==> src/rtl/store_capture.sv <==
// Captures CPU store transactions into a small FIFO for a downstream consumer,
// and tracks sticky status (overflow, misaligned, end-of-test done/pass).
module store_capture #(
  parameter int          DEPTH     = 8,
  parameter logic [31:0] DONE_ADDR = 32'd100,
  parameter logic [31:0] DONE_DATA = 32'd25
) (
  input  logic        clk,
  input  logic        reset,
  input  logic        MemWrite,
  input  logic [31:0] DataAdr,
  input  logic [31:0] WriteData,
  output logic        out_valid,
  input  logic        out_ready,
  output logic [31:0] out_addr,
  output logic [31:0] out_data,
  output logic [15:0] count,
  output logic        overflow,
  output logic        misaligned,
  output logic        done,
  output logic        done_pass
);

  localparam int AW = $clog2(DEPTH);

  typedef struct packed {
    logic [31:0] addr;
    logic [31:0] data;
  } entry_t;

  entry_t          mem [DEPTH];
  logic [AW-1:0]   head;
  logic [AW-1:0]   tail;
  logic [AW:0]     occ;
  logic            full;
  logic            push;
  logic            pop;
  logic            drop;

  // DEPTH is a power of two and occ never exceeds it, so the MSB alone marks full.
  assign full      = occ[AW];
  assign out_valid = (occ != '0);
  assign pop       = out_valid && out_ready;
  // A simultaneous pop frees the slot the push needs, so a full FIFO still accepts.
  assign push      = MemWrite && (!full || pop);
  assign drop      = MemWrite && full && !pop;

  assign out_addr  = out_valid ? mem[head].addr : '0;
  assign out_data  = out_valid ? mem[head].data : '0;

  // NOTE: the storage array has no reset; occupancy gates every read, so stale
  // contents are never observable and the array can map onto plain RAM.
  always_ff @(posedge clk) begin
    if (!reset && push) begin
      mem[tail] <= '{addr: DataAdr, data: WriteData};
    end
  end

  // NOTE: all state below uses non-blocking assignments so every register sees
  // the pre-edge values of the others regardless of statement order.
  always_ff @(posedge clk) begin
    if (reset) begin
      head       <= '0;
      tail       <= '0;
      occ        <= '0;
      count      <= '0;
      overflow   <= 1'b0;
      misaligned <= 1'b0;
      done       <= 1'b0;
      done_pass  <= 1'b0;
    end else begin
      if (push) tail <= tail + 1'b1;
      if (pop)  head <= head + 1'b1;

      if (push && !pop)      occ <= occ + 1'b1;
      else if (pop && !push) occ <= occ - 1'b1;

      if (push && count != 16'hFFFF) count <= count + 16'd1;
      if (drop)                      overflow <= 1'b1;

      if (MemWrite && DataAdr[1:0] != 2'b00) misaligned <= 1'b1;

      // Only the first store to the done address decides the verdict.
      if (MemWrite && DataAdr == DONE_ADDR && !done) begin
        done      <= 1'b1;
        done_pass <= (WriteData == DONE_DATA);
      end
    end
  end

endmodule

==> config.mk <==
export PLATFORM = sky130hd
export DESIGN_NAME = store_capture
export DESIGN_NICKNAME = d
export VERILOG_FILES = /design/src/rtl/store_capture.sv
export SDC_FILE = /design/constraint.sdc
export NUM_CORES = 1
export LEC_CHECK = 0
export ABC_AREA = 0
export CAP_MARGIN = 0
export CORE_UTILIZATION = 60
export CTS_BUF_LIST = sky130_fd_sc_hd__clkbuf_4
export DETAILED_ROUTE_END_ITERATION = 8
export DONT_BUFFER_PORTS = 1
export PLACE_DENSITY = 0.87
export SETUP_SLACK_MARGIN = 0.4
export SYNTH_ARGS = -nofsm -noshare
export SYNTH_HDL_FRONTEND = slang
export SYNTH_SLANG_ARGS = --single-unit
==> constraint.sdc <==
create_clock -name clk -period 10.9 [get_ports clk]
set_clock_uncertainty 0.2 [all_clocks]
set_input_delay 2.18 -clock clk [delete_from_list [all_inputs] [get_ports clk]]
set_output_delay 2.18 -clock clk [all_outputs]
set_load 0.1 [all_outputs]
Word-level counts from Yosys, hierarchy flattened
Memories as Yosys holds them, arrays and structs flattened. A register that Yosys moved wholly into a read port is not among the register bits.
Index checks and enable logic that the tools add are counted.

storage, ports and cells
  register bits = 30
  bits in writable memories = 512
  bits of input ports = 68
  output and inout port bits = 85
  memories kept = 1

memories
  name  words  bits a word  rd ports  clocked after Yosys merged registers in  wr ports  line  text
  mem   8      64           1         1                                        1         31    entry_t mem [DEPTH];

cells by class
  add/sub/neg operators = 5
  eq/ne operators = 3
  multiplexer cells = 8
  reduce and logical (&&, ||, !) cells = 20

operators with widths
  kind                     number
  $mux W32                 2
  $eq A32 B5 Y1 const B    1
  $eq A32 B7 Y1 const B    1
  $add A16 B1 Y16 const B  1
  $ne A16 B16 Y1 const B   1
  $logic_and A1 B1 Y1      11
  $mux W4                  2
  $add A3 B1 Y3 const B    2
  $mux W3                  2
  $logic_not A1 Y1         5
  $add A4 B1 Y4 const B    1
  $reduce_bool A2 Y1       2
  $reduce_bool A4 Y1       1
  $sub A4 B1 Y4 const B    1
  $mux W1                  2
  $logic_or A1 B1 Y1       1

Logic depth before layout (Yosys ltp)
  depth in word-level cells = 8
  mapped depth = 10

Worst setup path before layout
No wires, ideal clock.

  path kind = input to register
  start point = input port out_ready
  end point = memory mem[0][0] (netlist name), enable pin
  data arrival time = 8896 ps
  setup slack = 1160 ps
  stages on the path = 5
  buffers on the path = 0
  path through = nand2b_1 > nand2_1 > inv_1 > nand2b_1 > nor4_1

between the ends
  cells in the longest elaborated chain, start to end = 6

ends and longest elaborated chain
  element                        line  text
  start: declaration             14    input logic out_ready,
  $logic_and A1 B1 Y1            43    assign pop = out_valid && out_ready;
  $logic_or A1 B1 Y1             45    assign push = MemWrite && (!full || pop);
  $logic_and A1 B1 Y1            45
  $logic_and A1 B1 Y1            54    if (!reset && push) begin
  $mux W1                        54
  $mux W1 (not written as such)  55    mem[tail] <= '{addr: DataAdr, data: WriteData};
  end: declaration               31

No other way between the ends.

==> impl_metrics.csv <==
group,metric,value,unit
clock_network,clock-root-buffer,"clkbuf_4",
yosys,yosys_warnings,0,
clock_network,htree_levels,4,
run_status,outcome,"finished, final reports clean",
floorplanning,fp.dieW,189.7,um
grt,grt_first_pass_wirelength,63560,um
placement,gp_congestion,0.7552,
floorplanning,fp.dieArea,35970,sq um
setup_path,crit_chain,"buf_4, mux4_2, mux2i_1, nor2_2",
setup_path,slowest_delay,1.00,ns
yosys,synthFlopType,"edfxtp_1",
timing,tns,0,ns
finish,fin_util,68.20,%
setup_path,critPathKind,"flip-flop to primary output",
grt,globalRouteTotalUtil,24.44,%
yosys,syn-cell-area,21130,sq um
finish,area_growth,11.75,%
route,drc,0,
clock_network,post-cts-setup-buffers,0,
timing,slew_headroom,15.27,%
finish,nNetsFinal,1204,
clock_network,clk_latency,0.79,ns
pwr,vdd_drop_max,0.0002126,V
timing,fin_crit_sh,59.63,%
pwr,power_density,262.4,nW/um^2
pwr,switching_share,38.99,%
grt,grt_max_degree,68,
timing,rsz0062_at_grt,"no",
min_path,worstHoldPathType,"flip-flop to flip-flop",
timing,hold_ws,0.2846,ns
yosys,postSynthAreaPerCell,20.64,sq um
setup_path,worst_setup_path_end_kind,"primary output",
setup_path,cp-start-kind,"flip-flop",
finish,drive_gt1_share,35.61,%
setup_path,critical_path_buf_inv_count,1,
timing,setup_violations,0,
floorplanning,die_y,189.7,um
setup_path,critical_path.max_fanout,67,
placement,port_buffers,0,
yosys,ys_seq_elements,545,
placement,dp_hpwl,23370,um
route,wl,42430,um
flow_run,cap_violations,0,
clock_network,cts_made_buffers,133,
yosys,syn_nets,1099,
yosys,synth-edff-count,512,
timing,min_period,6.500,ns
route,drt_iter0_markers,970,
finish,layout_common_cells,"edfxtp_1 (512), clkbuf_4 (183), mux4_2 (128), mux2i_1 (66), nor2_2 (64)",
pwr,p_seq_share,39.7,%
grt,grt_pass1_vias,11064,
yosys,synth.distinct_cells,44,
timing,tightest_slew,1.268,ns
placement,post_dp_cell_area,21860,sq um
route,num_vias,10498,
route,via_per_inst,6.279,
pwr,clkPwrFrac,27.7,%
clock_network,cts_sinks,545,
route,ant_nets,0,
timing,fmax,153.8,MHz
setup_path,cp_top_family,"flip-flops",
timing,hold_viol_final,0,
clock_network,clk_pin_slew,0.07,ns
timing,final_max_slew_viol_count,0,
floorplanning,core,34630,sq um
route,dr.pass1.iters,5,
clock_network,ctsHoldBuffers,0,
floorplanning,row_count,68,
setup_path,arrival,4.12,ns
clock_network,cts_tree,"done",
clock_network,cts.path.max_buffers,3,
route,routedWlPerCell,25.37,um
setup_path,cp_slowest_cell,"dfxtp_4",
pwr,combPwrFrac,32.6,%
grt,overflow,0,
finish,finalInstanceArea,23620,sq um
pwr,p_int,3.781,mW
pwr,power_leakage,7.256,nW
grt,antenna_found_initial,1,
clock_network,cts-resized-gates,0,
yosys,async_flop_share,0,%
pwr,p_sw,2.416,mW
setup_path,crit_required,8.52,ns
yosys,ys_seq_area_share,75.88,%
floorplanning,start_util,61.02,%
yosys,synth_cells,1024,
floorplanning,num_io_pins,153,
finish,final_common_cell,"edfxtp_1",
==> path summary, 6_finish.rpt <==
check,slack [ns],from,end,cells past startpoint
max,4.40,flip-flop,out_data[1],4
max reg2reg,6.86,occ[0]$_SDFFE_PP0P_,occ[3]$_SDFFE_PP0P_,11
min reg2reg,0.28,tail[0]$_SDFFE_PP0N_,tail[0]$_SDFFE_PP0N_,2
min,0.28,tail[0]$_SDFFE_PP0N_,tail[0]$_SDFFE_PP0N_,2
==> Yosys cell counts (2+ instances only) <==
cell | number | area [sq um]
nand2b_1 | 3 | 18.77
mux2i_1 | 66 | 660.6
nand3_1 | 10 | 50.05
xor2_1 | 4 | 35.03
nand3b_1 | 2 | 15.01
dfxtp_1 | 33 | 660.6
or3_2 | 2 | 15.01
buf_1 | 7 | 26.28
o21ai_0 | 4 | 20.02
nor4bb_1 | 2 | 20.02
buf_2 | 16 | 80.08
a21oi_1 | 21 | 105.1
mux2_4 | 2 | 30.03
edfxtp_1 | 512 | 15370
and3_1 | 2 | 12.51
nand4_1 | 10 | 62.56
buf_4 | 2 | 15.01
or4_1 | 9 | 67.56
o31ai_1 | 9 | 67.56
nor2_1 | 89 | 334.1
nor4_1 | 15 | 93.84
nor2b_1 | 4 | 25.02
clkbuf_1 | 24 | 90.09
inv_1 | 6 | 22.52
mux2_2 | 2 | 22.52
nor4b_1 | 3 | 26.28
or3_1 | 3 | 18.77
ha_1 | 6 | 75.07
mux4_2 | 128 | 2883
nand2_1 | 13 | 48.80
nor3_1 | 2 | 10.01
==> metal layers <==
layer | track usage, % | vias up | part of all wire [%]
li1 | - | 4523 | -
met1 | 30.92 | 5402 | 38
met2 | 39.07 | 496 | 50
met3 | 8.393 | 77 | 9.6
met4 | 9.926 | 0 | 2.4
met5 | 0 | - | 0
==> power groups by stage <==
stage	combinational, mW	clock [mW]	sequential (mW)
global route	2.09	1.86	2.47
finish	2.02	1.72	2.46
CTS	2.03	1.75	2.46
floorplan	1.83	0	2.42
detailed placement	2.03	0	2.51
global placement	2.00	0	2.50
==> registers in the layout, summed over array words and instances, names as in the netlist, named ones only <==
name        count
head            3
tail            3
misaligned      1
overflow        1
done            1
done_pass       1
occ             4
count          16
mem           512
==> area by class of cell <==
type | instances | area (sq um)
Antenna cell | 1 | 2.502
Clock buffer | 183 | 1374
Clock inverter | 39 | 375.4
Fill cell | 2086 | 11010
Inverter | 6 | 22.52
Multi-Input combinational cell | 423 | 5075
Sequential cell | 545 | 16050
Tap cell | 455 | 569.3
Timing Repair Buffer | 20 | 150.1
==> cell families (layout without fill, tap and decap cells) <==
family                     after synthesis  count (layout)  synth area share, %
adders and majority gates                7               7               0.4500
muxes                                  198             198                17.02
other                                    0               1                    0
AOI/OAI and AO/OA                       38              38                1.060
buffers and inverters                   56             248                1.161
xor gates and xnor gates                 5               5               0.2072
DFF                                    545             545                75.88
and+or+nand+nor                        175             175                4.222
==> per-stage QoR <==
step	total power [mW]	instances	setup slack (ns)
2_1_floorplan	4.251	1024	1.160
3_3_place_gp	4.502	1449	5.228
3_5_place_dp	4.533	1449	5.182
4_1_cts	6.249	1671	4.294
5_1_grt	6.414	1672	4.097
6_report	6.197	1672	4.400
==> worst reg2reg max path: cells and delay by family, from the launching register on <==
kind,cells,cell delay [ns]
buffers and inverters,3,1.26
multiplexers,2,0.55
flip-flops,1,0.38
AND/OR/NAND/NOR,2,0.67
AO/OA/AOI/OAI,2,0.38
adder cells (fa/ha/maj),2,0.49
No activity file was read; power rests on OpenSTA's default activity.
